$ cat src/rtl/ni_param.sv
// rtl/ni_param.sv - GPU<->router network interface for the AI-Grid NoC leaf
//
// Purpose:
//   TX path: takes GPU flits {dest_id, payload}, checks the destination ID, and
//   rewrites the header as the routing address (dest_id + ADDR_OFFSET). Illegal
//   IDs are consumed and flagged on err_dest. Flits are buffered in a FIFO and
//   presented to the router through a registered output stage.
//   RX path: takes router flits, keeps those whose header is this leaf's routing
//   address, and rewrites the header back to GPU_ID. Other flits are consumed,
//   dropped and counted in a saturating counter.
//
// Ports:
//   clk, reset                 clock (rising edge), asynchronous active-high reset
//   gpu_data_in/valid/ready    TX stream from the GPU
//   router_data_out/valid/rdy  TX stream to the router
//   router_data_in/valid/rdy   RX stream from the router
//   gpu_data_out/valid/ready   RX stream to the GPU
//   err_dest                   one-cycle pulse per discarded illegal-ID TX flit
//   drop_count                 saturating count of dropped misrouted RX flits
//
// Configuration:
//   LOOPBACK_EN  when defined, a TX flit addressed to GPU_ID is written straight
//                into the RX FIFO instead of being sent to the router.

module ni_param_fifo #(
  parameter int W     = 16,
  parameter int DEPTH = 8
) (
  input  logic         clk,
  input  logic         reset,
  input  logic         push,
  input  logic [W-1:0] push_data,
  input  logic         pop,
  output logic [W-1:0] head,
  output logic         empty,
  output logic         full
);
  localparam int PW = $clog2(DEPTH);
  localparam int CW = PW + 1;

  logic [W-1:0]  mem [DEPTH];
  logic [PW-1:0] wr_ptr;
  logic [PW-1:0] rd_ptr;
  logic [CW-1:0] count;
  logic          do_push;
  logic          do_pop;

  assign empty = (count == '0);
  assign full  = (count == CW'(DEPTH));
  assign head  = mem[rd_ptr];

  // A full FIFO refuses a push even when a pop frees a slot in the same cycle,
  // which keeps the ready outputs independent of the downstream handshake.
  assign do_push = push && !full;
  assign do_pop  = pop && !empty;

  always_ff @(posedge clk or posedge reset) begin
    if (reset) begin
      wr_ptr <= '0;
      rd_ptr <= '0;
      count  <= '0;
    end else begin
      if (do_push) wr_ptr <= wr_ptr + PW'(1);
      if (do_pop)  rd_ptr <= rd_ptr + PW'(1);
      if (do_push && !do_pop)      count <= count + CW'(1);
      else if (do_pop && !do_push) count <= count - CW'(1);
    end
  end

  // Storage needs no reset: nothing reads an entry before it has been written.
  always_ff @(posedge clk) begin
    if (do_push) mem[wr_ptr] <= push_data;
  end
endmodule

module ni_param_stage #(
  parameter int W = 16
) (
  input  logic         clk,
  input  logic         reset,
  input  logic         in_valid,
  input  logic [W-1:0] in_data,
  output logic         in_take,
  output logic [W-1:0] out_data,
  output logic         out_valid,
  input  logic         out_ready
);
  // Reload whenever the stage is empty or its flit leaves this cycle, so a
  // continuous stream moves one flit per cycle.
  assign in_take = in_valid && (!out_valid || out_ready);

  always_ff @(posedge clk or posedge reset) begin
    if (reset) begin
      out_valid <= 1'b0;
      out_data  <= '0;
    end else if (in_take) begin
      out_valid <= 1'b1;
      out_data  <= in_data;
    end else if (out_ready) begin
      out_valid <= 1'b0;
    end
  end
endmodule

module ni_param #(
  parameter int GPU_ID      = 16,
  parameter int NUM_GPUS    = 32,
  parameter int DATA_W      = 16,
  parameter int HDR_W       = 6,
  parameter int ADDR_OFFSET = 3,
  parameter int DEPTH       = 8,
  parameter int CNT_W       = 8
) (
  input  logic              clk,
  input  logic              reset,
  input  logic [DATA_W-1:0] gpu_data_in,
  input  logic              gpu_valid_in,
  output logic              gpu_ready_out,
  output logic [DATA_W-1:0] gpu_data_out,
  output logic              gpu_valid_out,
  input  logic              gpu_ready_in,
  output logic [DATA_W-1:0] router_data_out,
  output logic              router_valid_out,
  input  logic              router_ready_in,
  input  logic [DATA_W-1:0] router_data_in,
  input  logic              router_valid_in,
  output logic              router_ready_out,
  output logic              err_dest,
  output logic [CNT_W-1:0]  drop_count
);
  localparam int PL_W = DATA_W - HDR_W;
  localparam logic [HDR_W-1:0] MAX_ID    = HDR_W'(NUM_GPUS);
  localparam logic [HDR_W-1:0] SELF_ID   = HDR_W'(GPU_ID);
  localparam logic [HDR_W-1:0] OFFSET    = HDR_W'(ADDR_OFFSET);
  localparam logic [HDR_W-1:0] SELF_ADDR = HDR_W'(GPU_ID + ADDR_OFFSET);

  // ---------------- TX: GPU -> router ----------------
  logic [HDR_W-1:0]  tx_id;
  logic [PL_W-1:0]   tx_pl;
  logic              tx_legal;
  logic              tx_accept;
  logic              tx_push;
  logic [DATA_W-1:0] tx_push_data;
  logic [DATA_W-1:0] tx_head;
  logic              tx_empty;
  logic              tx_full;
  logic              tx_pop;
  logic              lb_push;

  // ---------------- RX: router -> GPU ----------------
  logic [HDR_W-1:0]  rx_hdr;
  logic [PL_W-1:0]   rx_pl;
  logic              rx_accept;
  logic              rx_match;
  logic              router_push;
  logic              rx_push;
  logic [DATA_W-1:0] rx_push_data;
  logic [DATA_W-1:0] rx_head;
  logic              rx_empty;
  logic              rx_full;
  logic              rx_pop;

  assign tx_id    = gpu_data_in[DATA_W-1 -: HDR_W];
  assign tx_pl    = gpu_data_in[PL_W-1:0];
  assign tx_legal = (tx_id != '0) && (tx_id <= MAX_ID);

`ifdef LOOPBACK_EN
  logic tx_self;
  assign tx_self = (tx_id == SELF_ID);
  // The router owns the RX FIFO write port; a self-addressed flit waits while
  // the router is offering a flit or the RX FIFO has no room.
  assign gpu_ready_out = tx_self ? (!rx_full && !router_valid_in) : !tx_full;
  assign lb_push       = gpu_valid_in && gpu_ready_out && tx_self;
`else
  assign gpu_ready_out = !tx_full;
  assign lb_push       = 1'b0;
`endif

  assign tx_accept    = gpu_valid_in && gpu_ready_out;
  assign tx_push      = tx_accept && tx_legal && !lb_push;
  assign tx_push_data = {tx_id + OFFSET, tx_pl};

  ni_param_fifo #(.W(DATA_W), .DEPTH(DEPTH)) u_tx_fifo (
    .clk       (clk),
    .reset     (reset),
    .push      (tx_push),
    .push_data (tx_push_data),
    .pop       (tx_pop),
    .head      (tx_head),
    .empty     (tx_empty),
    .full      (tx_full)
  );

  ni_param_stage #(.W(DATA_W)) u_tx_stage (
    .clk       (clk),
    .reset     (reset),
    .in_valid  (!tx_empty),
    .in_data   (tx_head),
    .in_take   (tx_pop),
    .out_data  (router_data_out),
    .out_valid (router_valid_out),
    .out_ready (router_ready_in)
  );

  always_ff @(posedge clk or posedge reset) begin
    if (reset) err_dest <= 1'b0;
    else       err_dest <= tx_accept && !tx_legal;
  end

  assign rx_hdr           = router_data_in[DATA_W-1 -: HDR_W];
  assign rx_pl            = router_data_in[PL_W-1:0];
  assign router_ready_out = !rx_full;
  assign rx_accept        = router_valid_in && router_ready_out;
  assign rx_match         = (rx_hdr == SELF_ADDR);
  assign router_push      = rx_accept && rx_match;
  assign rx_push          = router_push || lb_push;
  assign rx_push_data     = router_push ? {SELF_ID, rx_pl} : {SELF_ID, tx_pl};

  ni_param_fifo #(.W(DATA_W), .DEPTH(DEPTH)) u_rx_fifo (
    .clk       (clk),
    .reset     (reset),
    .push      (rx_push),
    .push_data (rx_push_data),
    .pop       (rx_pop),
    .head      (rx_head),
    .empty     (rx_empty),
    .full      (rx_full)
  );

  ni_param_stage #(.W(DATA_W)) u_rx_stage (
    .clk       (clk),
    .reset     (reset),
    .in_valid  (!rx_empty),
    .in_data   (rx_head),
    .in_take   (rx_pop),
    .out_data  (gpu_data_out),
    .out_valid (gpu_valid_out),
    .out_ready (gpu_ready_in)
  );

  always_ff @(posedge clk or posedge reset) begin
    if (reset) begin
      drop_count <= '0;
    end else if (rx_accept && !rx_match && (drop_count != '1)) begin
      drop_count <= drop_count + CNT_W'(1);
    end
  end
endmodule

$ cat config.mk
export PLATFORM = sky130hd
export DESIGN_NAME = ni_param
export DESIGN_NICKNAME = d
export VERILOG_FILES = /design/src/rtl/ni_param.sv
export SDC_FILE = /design/constraint.sdc
export NUM_CORES = 1
export LEC_CHECK = 0
export BUFFER_PORTS_ARGS = -buffer_cell sky130_fd_sc_hd__buf_2
export CELL_PAD_IN_SITES_DETAIL_PLACEMENT = 0
export CELL_PAD_IN_SITES_GLOBAL_PLACEMENT = 1
export CORE_MARGIN = 4
export CORE_UTILIZATION = 43
export CTS_BUF_LIST = sky130_fd_sc_hd__clkbuf_8 sky130_fd_sc_hd__clkbuf_16
export DETAILED_ROUTE_END_ITERATION = 10
export PLACE_DENSITY = 0.65
export SKIP_LAST_GASP = 1
export SLEW_MARGIN = 20
export SYNTH_ARGS = -nofsm -noshare
export SYNTH_HDL_FRONTEND = slang
export SYNTH_HIERARCHICAL = 1
export SYNTH_SLANG_ARGS = --single-unit
$ cat constraint.sdc
create_clock -name clk -period 3.6 [get_ports clk]
set_clock_uncertainty 0.05 [all_clocks]
set_input_delay 0.54 -clock clk [delete_from_list [all_inputs] [get_ports clk]]
set_output_delay 0.54 -clock clk [all_outputs]
set_load 0.005 [all_outputs]
Word-level counts from Yosys, hierarchy flattened. Memory sizes are Yosys's and may differ from the RTL's. A register that Yosys moved wholly into a read port is not among the register bits. Index checks and enable logic that the tools add are counted.

Add/sub/neg operators: 10. Multiply operators: 0. Divide/modulo/power cells: 0. $lt $le $gt $ge: 1. Equality and inequality tests: 4. Shift operators: 0. Muxes and demuxes: 13. Bitwise gates (word level): 0. Reduce and logical (&&, ||, !) cells: 39.

Operators with widths (count): logical AND 1 bit (18); two-way mux 4 bit (4); adder 3 x 1 -> 3 bit, second input constant (4); zero test 1 bit (12); two-way mux 10 bit (1); adder 4 x 1 -> 4 bit, second input constant (2); adder 8 x 1 -> 8 bit, second input constant (1); equality test 4 bit, second input constant (2); zero test 4 bit (2); two-way mux 1 bit (8); != test 8 bit, second input constant (1); nonzero test 2 bit (4); subtractor 4 x 1 -> 4 bit, second input constant (2); adder 6 x 2 -> 6 bit, second input constant (1); equality test 6 x 5 -> 1 bit, second input constant (1); <= comparator 6 bit, second input constant (1); nonzero test 6 bit (1); logical OR 1 bit (2).

Register bits: 47. Latch bits: 0. Memory bits (writable): 208. Bits in read-only memories: 0. Input port bits: 38. Output and inout port bits: 45. Word-level logic and storage cells: 80. Memories: 2.

Memories: u_tx_fifo.mem (depth 8, width 16, read ports 1, clocked after Yosys merged registers in 1, write ports 1, line 41) `logic [W-1:0] mem [DEPTH];`; u_rx_fifo.mem (depth 8, width 10, read ports 1, clocked after Yosys merged registers in 1, write ports 1, line 41).

Logic depth before layout (Yosys ltp). Gate-level depths: netlist of run 1.

Depth after elaboration: 9. Mapped depth: 14.

Hierarchy. The synthesis of run 1 kept the hierarchy.

By module, submodules not included: ni_param_fifo (u_rx_fifo) (instances 1, cells an instance 251, area an instance 5566.6 um^2); ni_param_fifo (u_tx_fifo) (instances 1, cells an instance 250, area an instance 5565.3 um^2); ni_param_stage (instances 2, cells an instance 39, area an instance 699.4 um^2); ni_param (instances 1, cells an instance 80, area an instance 730.7 um^2).

Least setup slack after synthesis of run 1. No wires, ideal clock.

Kind: input -> register. Start point: input port gpu_data_in[10]. End point: memory u_tx_fifo.mem[1][0] (enable). Library setup time: 0.409 ns. Data arrival time: 2.843 ns. Required time: 3.141 ns. Slack: 0.298 ns. Cell stages on the path: 7. Buffers on the path: 0. Cells stage by stage: inv_1 -> ha_1 -> nor4b_1 -> xnor2_1 -> and3_1 -> nand3_1 -> nor3_1.

Longest elaborated chain between the ends: 6.

RTL lines: start: declaration (line 116) `input logic [DATA_W-1:0] gpu_data_in,`; <= comparator 6 bit or nonzero test 6 bit (tied branches) (line 165) `assign tx_legal = (tx_id != '0) && (tx_id <= MAX_ID);`; logical AND 1 bit * (line 165); logical AND 1 bit * (line 180) `assign tx_push = tx_accept && tx_legal && !lb_push;`; net tx_push (line 142) `logic tx_push;`; logical AND 1 bit * (line 54) `assign do_push = push && !full;`; two-way mux 1 bit * (line 72) `if (do_push) mem[wr_ptr] <= push_data;`; two-way mux 1 bit (not written as such) * (line 72); end: declaration (line 41).

Mark *: on every way through the listed nets, which the timed path passes. The rest lies on a longest branch.

Final worst setup path of run 1.
Start point: register u_rx_fifo.count[0]. End point: register u_rx_fifo.count[3].

Longest elaborated chain between the ends: 8.

RTL lines: start: declaration (line 44) `logic [CW-1:0] count;`; start signal: assignment (line 65) `if (do_push && !do_pop) count <= count + CW'(1);`; start signal: assignment (line 66) `else if (do_pop && !do_push) count <= count - CW'(1);`; equality test 4 bit * (line 49) `assign full = (count == CW'(DEPTH));`; net rx_full (line 160) `logic rx_full;`; zero test 1 bit * (line 212) `assign router_ready_out = !rx_full;`; logical AND 1 bit * (line 213) `assign rx_accept = router_valid_in && router_ready_out;`; logical AND 1 bit * (line 215) `assign router_push = rx_accept && rx_match;`; net router_push (line 155) `logic router_push;`; logical AND 1 bit * (line 54); net u_rx_fifo.do_push (line 45) `logic do_push;`; zero test 1 bit (line 66); logical AND 1 bit (line 66); nonzero test 2 bit (no line).

Mark *: on every way through the listed nets, which the timed path passes. The rest lies on a longest branch. The select of a mux whose other input is x is not followed. A chain may end at the register's enable or synchronous reset.

==> results of run 1 <==
==> sequential cells by signal, summed over array words and instances (netlist names) <==
signal	flops
drop_count	8
err_dest	1
u_rx_fifo/count	4
u_rx_fifo/mem	128
u_rx_fifo/rd_ptr	3
u_rx_fifo/wr_ptr	3
u_rx_stage/out_data	16
u_rx_stage/out_valid	1
u_tx_fifo/count	4
u_tx_fifo/mem	128
u_tx_fifo/rd_ptr	3
u_tx_fifo/wr_ptr	3
u_tx_stage/out_data	16
u_tx_stage/out_valid	1
==> how the worst min path moves through the flow <==
stage	startpoint	to	slack, ps	cells past startpoint
floorplan	reset	drop_count[0]$_DFFE_PP0P_	320	1
global placement	u_tx_stage/out_data[1]$_DFFE_PP0P_	u_tx_stage/out_data[1]$_DFFE_PP0P_	430	1
detailed placement	u_tx_stage/out_data[11]$_DFFE_PP0P_	u_tx_stage/out_data[11]$_DFFE_PP0P_	440	1
CTS	gpu_valid_in	err_dest$_DFF_PP0_	260	2
global route	gpu_valid_in	err_dest$_DFF_PP0_	270	2
finish	gpu_data_in[3]	u_tx_fifo/mem[1][3]$_DFFE_PP_	280	1
==> through the flow <==
step	area (µm²)	cells	setup WS, ps	hold slack [ps]
after floorplan	13430	705	298.2	317.9
after global placement	14380	1182	192.0	432.9
after detailed placement	14380	1182	67.02	439.4
after CTS	15510	1245	307.1	262.8
after global routing	15520	1248	112.3	265.2
final	15520	1249	311.8	283.1
==> logic make-up (layout without fill, tap and decap cells) <==
logic type,Yosys count,in the layout,synth area share [%]
buffers and inverters,51,195,2.170
DFF,319,319,69.86
other,2,52,0.05663
adders and majority gates,14,14,1.434
xor gates and xnor gates,20,20,1.321
AOI/OAI and AO/OA,18,18,1.396
and+or+nand+nor,85,85,3.689
muxes,150,150,20.08
==> worst max-delay path, stage by stage, from the launching register on <==
cell	delay, ps
dfrtp_1	490
or4b_4	620
inv_1	90
nor2b_1	70
nand2_1	90
inv_1	80
nand2_1	120
inv_1	60
ha_1	260
inv_1	170
ha_1	320
or4_1	540
nand3_1	110
o211ai_1	90
==> metal layers <==
layer | GRT usage (%) | part of all wire (%) | up-vias
li1 | - | - | 2953
met1 | 18.60 | 39 | 3348
met3 | 2.612 | 3.4 | 56
met5 | 0 | 0 | -
met2 | 29.27 | 55 | 108
met4 | 5.125 | 2.6 | 0
==> report_power, final <==
group          internal [mW]  total (mW)  switching, mW
logic                   1.80        3.07           1.27
clock network           2.13        3.45           1.32
registers               4.47        4.99          0.520
==> repair_timing <==
action | in CTS | in global routing
hold buffers | 1 | 0
endpoints found under the hold margin | 3 | 0
gates resized for setup | 0 | 0
==> cell usage after synthesis (4+ instances only) <==
cell type	n
xnor2_1	15
nand3b_1	6
or3_1	4
buf_6	8
mux2_2	66
xor2_1	5
inv_1	26
nand2_1	12
dfrtp_1	63
mux4_1	50
nand2b_1	6
mux2_4	18
ha_1	12
nor2_1	18
nor3_1	8
edfxtp_1	256
mux4_2	14
clkbuf_1	11
o21ai_0	5
nor4_1	4
nand3_1	11
==> area by class of cell <==
| cell class | instances | area, µm² | share of cell area, % |
|---|---|---|---|
| flip-flops and latches | 319 | 9264 | 59.68 |
| multi-input cells | 335 | 3902 | 25.14 |
| clock buffers | 37 | 925.9 | 5.965 |
| repair buffers | 107 | 625.6 | 4.030 |
| well taps | 396 | 495.5 | 3.192 |
| clock inverters | 25 | 201.4 | 1.298 |
| inverters | 26 | 97.59 | 0.6287 |
| diodes | 4 | 10.01 | 0.06448 |
==> metrics.cfg, run 1 <==
[global_routing]
grt_pass1_wl_um = 40240
grt_pass1_vias = 6985
grt_max_degree = 35
antenna_found_initial = 3
grt_overflow = 0
grt_usage_pct = 15.76

[floorplanning]
dieArea_um2 = 33710
fp.coreArea_um2 = 30510
initial_core_util_pct = 43.47
ios = 83
chipWidth_um = 183.6
rows = 64
die_h_um = 183.6

[finish]
mostFrequentLayoutCells = edfxtp_1, buf_2, mux2_2
nets = 876
filler_cell_count = 2491
drive_gt1_share_pct = 30.74
final_common_cell = edfxtp_1
area_growth_pct = 17.05
fin_util_pct = 50.88

[critical_path]
cp_max_fo = 7
endpoint_kind = flip-flop
worstSetupStartpoint = u_rx_fifo/count[0]$_DFFE_PP0P_
worst-endpoint-required_ps = 3920
r2r_cells = 13
ff2ff_setup_slack_ps = 310
cp.arrival_ps = 3610
endpoint = u_rx_fifo/count[3]$_DFFE_PP0P_
r2r_start = u_rx_fifo/count[0]$_DFFE_PP0P_
cp-start-kind = flip-flop
r2r_end = u_rx_fifo/count[3]$_DFFE_PP0P_
setup.worst_path.class = flip-flop to flip-flop

[sta]
min_period_ps = 3288
drv_slew = 0
period_share_pct = 91.34
slew_headroom_pct = 33.90
fin_tns_setup_ps = 0
worst_pin_slew_ps = 991.5
rsz0062_at_grt = no
fmax_mhz = 304.1
hold_viol_final = 0
setup_viol = 0

[routing]
routedWlPerCell_um = 21.01
drtPass1Iterations = 4
vias = 6465
final_antenna_net_count = 0
drc = 0
totalWireLength_um = 26240
drtIter0Drc = 456
vias_per_cell = 5.176

[clock_network]
ctsRootBufferMaster = clkbuf_16
clk_path_buf_depth = 3
path_clk_slew_ps = 60
cts_sinks = 319
h-tree-depth = 2
insertion_delay_ps = 500
cts_tree = done
postCtsSetupBuffers = 0
numCtsBuffers = 35

[yosys]
ys_seq_elements = 319
async_reset_ff_share_pct = 19.75
ys.flop_type = edfxtp_1
seq_area_frac_synth_pct = 69.86
synth.distinct_cells = 46
synth_edf_count = 256
synth_top_area_share_pct = 57.97
synth_top_area_cell = edfxtp_1
synth_area_leaders = edfxtp_1, dfrtp_1, mux4_1
syn_area_um2 = 13260
yosysWarnings = 6
synth_cells = 659
synth.avg_cell_area_um2 = 20.12

[worst_hold_path]
hold_path.class = input port to flip-flop

[power_and_ir_drop]
pwr_density_cell_nw_per_um2 = 741.5
worst_ir_drop_vdd_v = 0.0003658
fin_total_pwr_mw = 11.51
p_leak_nw = 5.804

[placed_design]
hpwl_um = 16230
io_buffers = 82
gp_congestion = 0.7891

[run]
max-cap-violations = 0

[status]
outcome = finished, final reports clean

(Power assumes the default switching activity.)
==> inputs of run 2 (changes only) <==
--- a/config.mk
+++ b/config.mk
@@ -8,6 +8,7 @@
 export BUFFER_PORTS_ARGS = -buffer_cell sky130_fd_sc_hd__buf_2
 export CELL_PAD_IN_SITES_DETAIL_PLACEMENT = 0
 export CELL_PAD_IN_SITES_GLOBAL_PLACEMENT = 1
+export CORE_ASPECT_RATIO = 2
 export CORE_MARGIN = 4
 export CORE_UTILIZATION = 43
 export CTS_BUF_LIST = sky130_fd_sc_hd__clkbuf_8 sky130_fd_sc_hd__clkbuf_16
==> run 2 against run 1 <==
  * Total power shrank 3.0%
  * Clock-buffer cell count shrank 9
  * Cell count shrank 3.4%
  * Sequential share of layout area grew 0.90 points
  * Critical path type unchanged
  * Largest cell class unchanged
==> metrics.cfg, run 2 (synthesis gave the netlist of run 1 again) <==
[floorplanning]
ios = 83
fp.coreArea_um2 = 30290
chipWidth_um = 132.2
rows = 90
dieArea_um2 = 33890
initial_core_util_pct = 43.78
die_h_um = 256.4

[run]
max-cap-violations = 0

[power_and_ir_drop]
pwr_density_cell_nw_per_um2 = 730.2
worst_ir_drop_vdd_v = 0.0005195
p_leak_nw = 5.673
fin_total_pwr_mw = 11.17

[global_routing]
busiest_layer = met2
grt_max_degree = 35
grt_overflow = 0
use_met3_pct = 1.922
antenna_found_initial = 0
use_met1_pct = 17.14
use_met2_pct = 31.79
grt_usage_pct = 16.17
grt_pass1_wl_um = 41790
grt_pass1_vias = 7276

[routing]
totalWireLength_um = 27030
vias_per_cell = 5.365
routedWlPerCell_um = 22.39
drtPass1Iterations = 6
drtIter0Drc = 365
drc = 0
final_antenna_net_count = 0
vias = 6476

[clock_network]
cts_sinks = 319
numCtsBuffers = 28
ctsRootBufferMaster = clkbuf_16
clk_path_buf_depth = 3
insertion_delay_ps = 550
cts_resized = 0
postCtsSetupBuffers = 0
path_clk_slew_ps = 70
h-tree-depth = 1
ctsHoldBuffers = 1
cts_tree = done

[finish]
reg.largest.list = u_rx_fifo/mem (128), u_tx_fifo/mem (128)
mostFrequentLayoutCells = edfxtp_1, buf_2, mux2_2
fin_util_pct = 50.48
area_growth_pct = 15.30
nets = 869
antenna_cells = 0
drive_gt1_share_pct = 31.11
final_common_cell = edfxtp_1

[critical_path]
cp_cell_sequence = or4b_4, inv_1, nor2b_1, nand2_1, inv_1, nand2_1, inv_1, ha_1, inv_1, ha_1, or4_1, nand3_1, o211ai_1
crit_slowest_cell = or4b_4
worst-endpoint-required_ps = 3980
cp.arrival_ps = 3720
cp-start-kind = flip-flop
slowest_delay_ps = 620
cp.buffers_inverters = 4
endpoint_kind = flip-flop
critical_path.top_delay_family = simple AND/OR/NAND/NOR gates
cp_max_fo = 7
path_common_cell = inv_1
setup.worst_path.class = flip-flop to flip-flop

[sta]
rsz0062_at_grt = no
period_share_pct = 92.68
fin_tns_setup_ps = 0
fmax_mhz = 299.7
worst_pin_slew_ps = 1043
hold_viol_final = 0
setup_ws_ps = 263.6
min_period_ps = 3336
slew_headroom_pct = 30.45
holdWs_ps = 217.6
setup_viol = 0
drv_slew = 0

[placed_design]
io_buffers = 82
gp_congestion = 0.7571
pre_cts_ws_ps = 88.52
hpwl_um = 17350

[worst_hold_path]
hold_path.class = input port to flip-flop

[status]
outcome = finished, final reports clean

-- run 2: changes by cell type in the layout (fill, tap and decap cells not counted), moves of 2 or more --
cell and delta:
inv_1 -10, clkbuf_16 -9, diode_2 -4, inv_6 +3, buf_12 -2, buf_4 +2
clkinvlp_4 +2
-- run 2: final timing paths --
path / from / to / slack (ps) / depth (start not counted)
max: u_rx_fifo/count[0]$_DFFE_PP0P_ / u_rx_fifo/count[3]$_DFFE_PP0P_ / 260 / 13
min: gpu_data_in[3] / u_tx_fifo/mem[3][3]$_DFFE_PP_ / 220 / 1
max reg2reg: u_rx_fifo/count[0]$_DFFE_PP0P_ / u_rx_fifo/count[3]$_DFFE_PP0P_ / 260 / 13
min reg2reg: u_tx_stage/out_data[14]$_DFFE_PP0P_ / u_tx_stage/out_data[14]$_DFFE_PP0P_ / 450 / 1
max in group asynchronous: reset / u_rx_stage/out_data[5]$_DFFE_PP0P_ / 2140 / 3
min in group asynchronous: reset / drop_count[0]$_DFFE_PP0P_ / 510 / 3
-- run 2: final cells by class --
class / instances / area (µm²)
clock buffers: 28 / 700.7
clock inverters: 24 / 265.3
fillers: 2443 / 15000
inverters: 26 / 97.59
multi-input cells: 335 / 3902
flip-flops and latches: 319 / 9264
well taps: 368 / 460.4
repair buffers: 107 / 600.6
-- run 2: power breakdown --
group / internal, mW / total, mW / switching (mW)
Sequential: 4.47 / 4.91 / 0.439
Combinational: 1.77 / 3.14 / 1.37
Clock: 1.79 / 3.11 / 1.32
-- run 2: layer usage --
| metal | vias up | wire length (µm) |
|---|---|---|
| met4 | 0 | 962 |
| met5 | - | 0 |
| li1 | 2918 | - |
| met3 | 50 | 800 |
| met1 | 3372 | 9734 |
| met2 | 136 | 15530 |
-- run 2: metrics by stage --
step           instances  cell area (µm²)
2_1_floorplan        705            13430
3_3_place_gp        1154            14320
3_5_place_dp        1154            14320
4_1_cts             1207            15290
5_1_grt             1207            15290
6_report            1207            15290
==> inputs of run 3 (changes only) <==
==> config.mk (replaced) <==
export PLATFORM = sky130hd
export DESIGN_NAME = ni_param
export DESIGN_NICKNAME = d
export VERILOG_FILES = /design/src/rtl/ni_param.sv
export SDC_FILE = /design/constraint.sdc
export NUM_CORES = 1
export LEC_CHECK = 0
export CELL_PAD_IN_SITES_DETAIL_PLACEMENT = 0
export CELL_PAD_IN_SITES_GLOBAL_PLACEMENT = 1
export CORE_ASPECT_RATIO = 2
export CORE_MARGIN = 4
export CORE_UTILIZATION = 43
export CTS_BUF_LIST = sky130_fd_sc_hd__clkbuf_8 sky130_fd_sc_hd__clkbuf_16
export DETAILED_ROUTE_END_ITERATION = 10
export DONT_BUFFER_PORTS = 1
export GPL_TIMING_DRIVEN = 1
export PLACE_DENSITY = 0.62
export SKIP_LAST_GASP = 1
export SYNTH_ARGS = -nofsm -noshare
export SYNTH_HDL_FRONTEND = slang
export SYNTH_HIERARCHICAL = 1
export SYNTH_SLANG_ARGS = --single-unit
==> run 3 against run 2 <==
  * Setup slack improved by 59 ps
  * Critical path depth fell by 1
  * Sequential cell count did not move
  * Utilization fell by 1.3 points
  * Cell count fell by 6.3%
  * Sequential power rose by 2%
  * Non-clock buffer count fell by 76
  * Largest power group unchanged
  * Die area did not move
  * Combinational power fell by 11%
  * Total power fell by 3.3%
  * Cell area fell by 2.5%
  * Register-to-register slack improved by 60 ps
==> metrics.cfg, run 3 (synthesis gave the netlist of run 1 again) <==
[clock_network]
clk_path_buf_depth = 3
postCtsSetupBuffers = 0
h-tree-depth = 1
numCtsBuffers = 28
path_clk_slew_ps = 60
insertion_delay_ps = 560
cts_sinks = 319
ctsRootBufferMaster = clkbuf_16
cts_resized = 0
ctsHoldBuffers = 8
cts_tree = done

[critical_path]
crit_slowest_cell = or4b_4
slowest_delay_ps = 610
critical_path.top_delay_family = simple AND/OR/NAND/NOR gates
cp_cell_sequence = or4b_4, inv_1, inv_1, and3_1, nand2_1, inv_1, ha_1, inv_1, ha_1, or4_1, nand3_1, o221ai_1
cp_num_cells = 12
cp.arrival_ps = 3650
setup.worst_path.class = flip-flop to flip-flop
worst-endpoint-required_ps = 3970
cp.buffers_inverters = 4
endpoint_kind = flip-flop
cp-start-kind = flip-flop
r2r_cells = 12
cp_max_fo = 6
path_common_cell = inv_1

[routing]
dr.max_layer_used = met4
drc = 0
vias = 6189
vias_per_cell = 5.472
totalWireLength_um = 26540
final_antenna_net_count = 0
wl_met2_um = 15520
wl_met3_um = 846
routedWlPerCell_um = 23.47
drtPass1Iterations = 5
wl_met1_um = 9336
drtIter0Drc = 344

[placed_design]
hpwl_um = 17160
gp_congestion = 0.7242
pre_cts_ws_ps = -29.01
placed_cells = 1071
dpl_cell_area_um2 = 13900
io_buffers = 0

[sta]
slew_headroom_pct = 33.91
drv_slew = 0
setup_ws_ps = 322.6
fmax_mhz = 305.1
hold_viol_final = 0
rsz0062_at_grt = no
setup_viol = 0
period_share_pct = 91.04
min_period_ps = 3277
worst_pin_slew_ps = 991.4
fin_tns_setup_ps = 0

[run]
max-cap-violations = 0

[floorplanning]
die_h_um = 256.4
dieArea_um2 = 33890
rows = 90
fp.coreArea_um2 = 30290
chipWidth_um = 132.2
ios = 83
initial_core_util_pct = 43.78

[power_and_ir_drop]
p_leak_nw = 5.367
p_int_mw = 7.744
worst_ir_drop_vdd_v = 0.0004400
pwr_density_cell_nw_per_um2 = 724.2
switching_share_pct = 28.29
power_switching_mw = 3.054
p_seq_share_pct = 46.5
clkPwrFrac_pct = 27.5
power_frac_comb_pct = 26.0

[global_routing]
grt_overflow = 0
antenna_found_initial = 0
grt_max_degree = 35
grt_usage_pct = 16.05
grt_pass1_vias = 6974
grt_pass1_wl_um = 41570

[status]
outcome = finished, final reports clean

[finish]
reg.largest.list = u_rx_fifo/mem (128), u_tx_fifo/mem (128)
filler_cell_count = 2481
final_common_cell = edfxtp_1
drive_gt1_share_pct = 23.72
mostFrequentLayoutCells = edfxtp_1, mux2_2, dfrtp_1
finalNonFillerCells = 1131
finalInstanceArea_um2 = 14910
nets = 793
antenna_cells = 0
area_growth_pct = 12.44

[worst_hold_path]
hold_path.class = input port to asynchronous set/reset pin

-- run 3: changes by cell type in the layout (fill, tap and decap cells not counted) --
cell | previous run | this run
clkinv_2 | 3 | 4
clkinv_1 | 6 | 3
clkbuf_8 | 0 | 4
dlygate4sd3_1 | 1 | 8
buf_2 | 82 | 0
clkinv_4 | 1 | 2
bufinv_16 | 5 | 2
buf_4 | 24 | 23
-- run 3: worst reg2reg max path: stages (launching register included) --
cell	delay (ps)
dfrtp_1	470
or4b_4	610
inv_1	100
inv_1	90
and3_1	220
nand2_1	140
inv_1	70
ha_1	260
inv_1	160
ha_1	320
or4_1	440
nand3_1	100
o221ai_1	120
-- run 3: final cells by class --
cell class	instances	area, µm²	area share [%]
Tap cell	368	460.4	3.088
Multi-Input combinational cell	335	3902	26.17
Clock inverter	20	177.7	1.192
Clock buffer	32	755.7	5.068
Inverter	26	97.59	0.6545
Timing Repair Buffer	31	252.7	1.695
Sequential cell	319	9264	62.13
-- run 3: worst paths after layout --
check,from,endpoint,slack (ps)
setup / recovery,u_tx_fifo/count[0]$_DFFE_PP0P_,u_tx_fifo/count[3]$_DFFE_PP0P_,320
hold / removal,reset,u_rx_stage/out_data[6]$_DFFE_PP0P_,1
setup reg to reg,u_tx_fifo/count[0]$_DFFE_PP0P_,u_tx_fifo/count[3]$_DFFE_PP0P_,320
hold reg to reg,u_tx_stage/out_data[11]$_DFFE_PP0P_,u_tx_stage/out_data[11]$_DFFE_PP0P_,490
max in group asynchronous,reset,u_tx_stage/out_data[0]$_DFFE_PP0P_,2370
min in group clk,gpu_data_in[9],u_tx_fifo/mem[0][9]$_DFFE_PP_,30
-- run 3: metal layers --
metal  GRT usage (%)  up-vias
li1                -     2776
met1           16.74     3252
met2           32.07      109
met3           2.138       52
met4           5.809        0
met5               0        -
-- run 3: per-stage QoR --
| step | util, % | power (mW) | hold WS, ps |
|---|---|---|---|
| 2_1_floorplan | - | 7.316 | 317.9 |
| 3_3_place_gp | 45.88 | 7.854 | 356.4 |
| 3_5_place_dp | 45.88 | 7.956 | 359.4 |
| 4_1_cts | 49.22 | 11.00 | 3.181 |
| 5_1_grt | 49.22 | 11.40 | 9.318 |
| 6_report | 49.22 | 10.80 | 1.118 |
-- run 3: power groups by stage --
stage               combinational (mW)  sequential [mW]  clock, mW
global route                      3.07             5.09       3.24
floorplan                         2.47             4.85          0
CTS                               2.87             5.05       3.08
global placement                  2.76             5.10          0
detailed placement                2.83             5.12          0
finish                            2.80             5.02       2.97
